### src/rtl/fifo_dual_port_queue.sv
// fifo_dual_port_queue: dual-push / dual-pop synchronous FIFO for the fetch/decode queue.
// The two head entries are exposed combinationally for dual-issue decode.
// Pushes and pops are all-or-nothing, judged against the occupancy at the start of the cycle.
// Flush empties the queue in one cycle, for branch redirect.
// Optional feature: define FIFO_ERR_CHK_EN to get sticky overflow/underflow flags;
// without it ErrOvf/ErrUdf are tied low.
module fifo_dual_port_queue #(
  parameter int unsigned WIDTH    = 32,
  parameter int unsigned DEPTH    = 16,
  parameter int unsigned AFULL_TH = 14,
  localparam int unsigned AW      = $clog2(DEPTH)
) (
  input  logic              Clk,
  input  logic              Rest,
  input  logic              WrEn0,
  input  logic [WIDTH-1:0]  WrData0,
  input  logic              WrEn1,
  input  logic [WIDTH-1:0]  WrData1,
  output logic              WrReady,
  input  logic              RdEn0,
  input  logic              RdEn1,
  output logic [WIDTH-1:0]  RdData0,
  output logic [WIDTH-1:0]  RdData1,
  output logic              RdValid0,
  output logic              RdValid1,
  input  logic              Flush,
  output logic [AW:0]       Count,
  output logic              Full,
  output logic              Empty,
  output logic              AlmostFull,
  output logic              ErrOvf,
  output logic              ErrUdf
);

  localparam int unsigned CW = AW + 1;

  // Queue storage and registered bookkeeping
  logic [WIDTH-1:0] mem [DEPTH];
  logic [AW-1:0]    wptr;
  logic [AW-1:0]    rptr;
  logic [AW:0]      count;

  // Per-cycle request decode
  logic [1:0]       n_push;
  logic [1:0]       n_pop;
  logic [AW:0]      free_slots;
  logic             push_ok;
  logic             pop_ok;
  logic [1:0]       n_push_acc;
  logic [1:0]       n_pop_acc;
  logic [AW-1:0]    wptr_p1;
  logic [AW-1:0]    rptr_p1;
  logic [AW:0]      count_nxt;

  // Decode request counts and decide acceptance against start-of-cycle occupancy
  always_comb begin
    n_push     = 2'd0;
    n_pop      = 2'd0;
    free_slots = CW'(DEPTH) - count;
    push_ok    = 1'b0;
    pop_ok     = 1'b0;
    n_push_acc = 2'd0;
    n_pop_acc  = 2'd0;
    wptr_p1    = wptr + AW'(1);
    rptr_p1    = rptr + AW'(1);

    // A lone slot-1 request is illegal and counts as no request
    if (WrEn0) begin
      n_push = WrEn1 ? 2'd2 : 2'd1;
    end
    if (RdEn0) begin
      n_pop = RdEn1 ? 2'd2 : 2'd1;
    end

    // Same-cycle pops do not free space; same-cycle pushes are not readable
    push_ok = (CW'(n_push) <= free_slots);
    pop_ok  = (CW'(n_pop) <= count);

    if (push_ok && !Flush) begin
      n_push_acc = n_push;
    end
    if (pop_ok && !Flush) begin
      n_pop_acc = n_pop;
    end

    count_nxt = count + CW'(n_push_acc) - CW'(n_pop_acc);
  end

  // Pointer and occupancy registers; reset beats flush, flush beats requests
  always_ff @(posedge Clk) begin
    if (Rest) begin
      wptr  <= '0;
      rptr  <= '0;
      count <= '0;
    end else if (Flush) begin
      wptr  <= '0;
      rptr  <= '0;
      count <= '0;
    end else begin
      wptr  <= wptr + AW'(n_push_acc);
      rptr  <= rptr + AW'(n_pop_acc);
      count <= count_nxt;
    end
  end

  // Storage write port; contents survive reset and flush but become unreachable
  always_ff @(posedge Clk) begin
    if (!Rest && n_push_acc != 2'd0) begin
      mem[wptr] <= WrData0;
      if (n_push_acc == 2'd2) begin
        mem[wptr_p1] <= WrData1;
      end
    end
  end

  // Head entries and status, all from registered state only
  always_comb begin
    Count      = count;
    Empty      = (count == '0);
    Full       = (count == CW'(DEPTH));
    AlmostFull = (count >= CW'(AFULL_TH));
    WrReady    = (free_slots >= CW'(2));
    RdValid0   = (count >= CW'(1));
    RdValid1   = (count >= CW'(2));
    RdData0    = RdValid0 ? mem[rptr]    : '0;
    RdData1    = RdValid1 ? mem[rptr_p1] : '0;
  end

`ifdef FIFO_ERR_CHK_EN
  logic ovf_evt;
  logic udf_evt;
  logic err_ovf_q;
  logic err_udf_q;

  // Offending requests: rejected transfer or a slot-1 request without slot 0
  always_comb begin
    ovf_evt = !Flush && (!push_ok || (WrEn1 && !WrEn0));
    udf_evt = !Flush && (!pop_ok  || (RdEn1 && !RdEn0));
  end

  // Sticky error flags, cleared only by reset
  always_ff @(posedge Clk) begin
    if (Rest) begin
      err_ovf_q <= 1'b0;
      err_udf_q <= 1'b0;
    end else begin
      if (ovf_evt) begin
        err_ovf_q <= 1'b1;
      end
      if (udf_evt) begin
        err_udf_q <= 1'b1;
      end
    end
  end

  assign ErrOvf = err_ovf_q;
  assign ErrUdf = err_udf_q;
`else
  assign ErrOvf = 1'b0;
  assign ErrUdf = 1'b0;
`endif

endmodule

### config.mk
export PLATFORM = sky130hd
export DESIGN_NAME = fifo_dual_port_queue
export DESIGN_NICKNAME = d
export VERILOG_FILES = /design/src/rtl/fifo_dual_port_queue.sv
export SDC_FILE = /design/constraint.sdc
export NUM_CORES = 1
export LEC_CHECK = 0
export BUFFER_PORTS_ARGS = -buffer_cell sky130_fd_sc_hd__buf_4
export CELL_PAD_IN_SITES_DETAIL_PLACEMENT = 1
export CELL_PAD_IN_SITES_GLOBAL_PLACEMENT = 1
export CORE_MARGIN = 10
export CORE_UTILIZATION = 58
export DETAILED_ROUTE_END_ITERATION = 8
export HOLD_SLACK_MARGIN = 0.02
export PLACE_DENSITY_LB_ADDON = 0.1
export SKIP_LAST_GASP = 1
export SYNTH_ARGS = -nofsm -noshare
export SYNTH_HDL_FRONTEND = slang
export SYNTH_SLANG_ARGS = --single-unit
### constraint.sdc
create_clock -name Clk -period 10.7 [get_ports Clk]
set_input_delay 2.14 -clock Clk [delete_from_list [all_inputs] [get_ports Clk]]
set_output_delay 2.14 -clock Clk [all_outputs]
set_load 0.02 [all_outputs]
==> results.yml <==
worst_setup_path:
  cp.arrival_ns: 4.42
  path_max_fanout: 40
  critPathCaptureType: "output pin"
  cp-start-kind: "flip-flop"
  setup.worst_path.class: "reg -> out"
  regToRegSetupSlack_ns: 6.49
  required_ns: 8.56
synth:
  ys.flop_type: "edfxtp_1"
  synth_edf_count: 512
  synth_area_sq_mm: 0.03113
  synthArstFlopShare_pct: 0
  synth_common_cells: "edfxtp_1, mux2_2, mux4_2, clkbuf_1, o22ai_1"
  synthTopCellsByArea: "edfxtp_1, mux4_2, mux2_2, mux2i_1, o22ai_1"
  synth.distinct_cells: 47
  synth_area_leader_cell: "edfxtp_1"
  syn_area_per_cell_sq_um: 16.50
  synth_seq_cells: 525
  synth_top_area_share_pct: 49.39
  ys_seq_area_share_pct: 50.22
  syn_inst: 1887
  synth.most_common_cell: "edfxtp_1"
  yosysWarnings: 0
timing:
  fin_skew_ns: 0.01889
  slew_viol_final: 0
  grt_setup_unrepaired: "no"
  post-route-period-util_pct: 61.28
  tightest_slew_ns: 1.168
  finalSetupViolations: 0
  hold_violations: 0
  slew_headroom_pct: 21.29
  fmax_ghz: 0.1525
  fin_setup_tns_ns: 0
  min_period_ns: 6.557
route:
  dr.pass1.iters: 5
  m1WireLength_mm: 37.26
  maxUsedRoutingLayer: "met4"
  drc_errors: 0
  drtIter0Drc: 2092
  wl_met2_mm: 49.57
  wl_met3_mm: 7.706
  vias: 19600
  ant_nets: 0
  post_drt_wl_per_cell_um: 36.82
  wl_mm: 98.24
  viasPerCell: 7.344
clock_tree:
  root_buffer: "clkbuf_16"
  htree_levels: 2
  cts_made_buffers: 58
  clock_path_buffers: 3
  path_clk_slew_ns: 0.06
  cts.repair.resized: 0
  cts_tree: "done"
  clk_latency_ns: 0.64
  postCtsHoldBufs: 0
  post_cts_buffers: 0
  cts.sinks: 525
layout:
  nNetsFinal: 2031
  layout.cells.non_filler: 2668
  n_fill_cell: 4519
  area_growth_syn_to_layout_pct: 10.65
  drive_gt1_share_pct: 53.74
power_and_ir_drop:
  peakVddDrop_uv: 216.9
  powerDensity_mw_per_mm2: 156.1
  leakage_nw: 11.43
global_route:
  first_global_vias: 21100
  grt_overflow: 0
  grt_pass1_wl_mm: 144.9
  grt_usage_pct: 30.94
  grt_max_degree: 156
  antenna_found_initial: 2
placement:
  dpl.cell_count: 2560
  port_buffers: 145
  routabilityCongestion: 0.8147
  dpl.hpwl_mm: 55.66
floorplanning:
  io_pins: 148
  rows: 84
  die_w_um: 251.7
  die_h_um: 251.7
  core-area_sq_mm: 0.05287
  floorplan.initialDensity_pct: 58.89
  dieArea_sq_mm: 0.06334
flow_run:
  cap_viol_max_count: 0
outcome:
  outcome: "finished clean"
hold_path:
  hold_path.class: "reg -> reg"
## logic make-up after synthesis
| logic type | count (synthesis) | share of synthesized area [%] |
|---|---|---|
| xor gates and xnor gates | 8 | 0.2492 |
| DFF | 525 | 50.22 |
| other | 1 | 0.01205 |
| adders and majority gates | 28 | 1.222 |
| buffers and inverters | 234 | 3.846 |
| muxes | 832 | 39.10 |
| AOI/OAI and AO/OA | 137 | 3.320 |
| and+or+nand+nor | 122 | 2.030 |
## registers in the layout (all words and copies together), names as in the netlist
name / flops
Count: 5
rptr: 4
mem: 512
wptr: 4
## per-stage QoR
step                      setup slack [ns]  instance area, sq um  hold WS (ns)  power, mW  util, %
after floorplan                      3.142                 31130        0.5695      2.974        -
after global placement               4.928                 32630        0.6230      3.404    61.72
after detailed placement             4.850                 32630        0.6853      3.437    61.72
after CTS                            4.099                 34440        0.6954      5.383    65.15
after global routing                 3.930                 34450        0.7189      5.532    65.16
final                                4.143                 34450        0.7044      5.377    65.16
## final cells by class
type,count,area (sq um),area share (%)
inverters,22,82.58,0.2397
repair buffers,196,1484,4.308
well taps,688,860.8,2.499
clock buffers,79,1551,4.504
diodes,2,5.005,0.01453
multi-input cells,1129,14560,42.26
flip-flops and latches,525,15650,45.42
clock inverters,27,259.0,0.7519
## worst paths after layout
path | end | cells after the start | startpoint
max | RdData1[29] | 7 | rptr[1]
min reg2reg | wptr[3] | 2 | wptr[3]
min | wptr[3] | 2 | wptr[3]
max reg2reg | Count[4] | 19 | Count[0]
## power by group
part           switching (mW)  total (mW)  leakage [nW]  internal, mW
combinational           0.685        1.11          5.84         0.422
sequential             0.0221        2.30          4.72          2.27
clock                   0.845        1.97         0.875          1.13
## layer usage
| layer | vias to the layer above | global-route usage (%) |
|---|---|---|
| met3 | 222 | 4.698 |
| met1 | 10510 | 39.79 |
| li1 | 7847 | - |
| met5 | - | 0 |
| met2 | 1014 | 52.42 |
| met4 | 0 | 12.03 |
## critical path: stages, from the launching register on
cell     delay (ns)
dfxtp_4        0.78
buf_4          0.85
nand3_1        0.37
xor2_4         0.22
buf_4          0.72
mux2i_1        0.45
o22ai_1        0.15
buf_4          0.20
## cells in the final DEF (no fill, tap or decap), types with 6 or more instances in the layout
cell	synthesis	layout
nand2_1	13	11
nor2_4	1	8
mux4_2	256	256
inv_1	22	22
o22ai_1	96	96
o21ai_4	0	10
nor2_1	25	18
ha_1	24	23
mux2_1	26	26
edfxtp_1	512	512
nor2b_1	6	6
clkinv_1	0	11
mux2i_1	64	64
mux2_2	486	486
clkbuf_1	115	20
clkinv_2	0	7
and2_1	7	7
buf_4	20	195
dfxtp_1	13	10
clkbuf_16	0	59
a21oi_1	7	6
o2111ai_4	7	9
nor3_1	39	39
nand2b_1	9	6
Note: power is estimated with default switching activity, not from simulation.
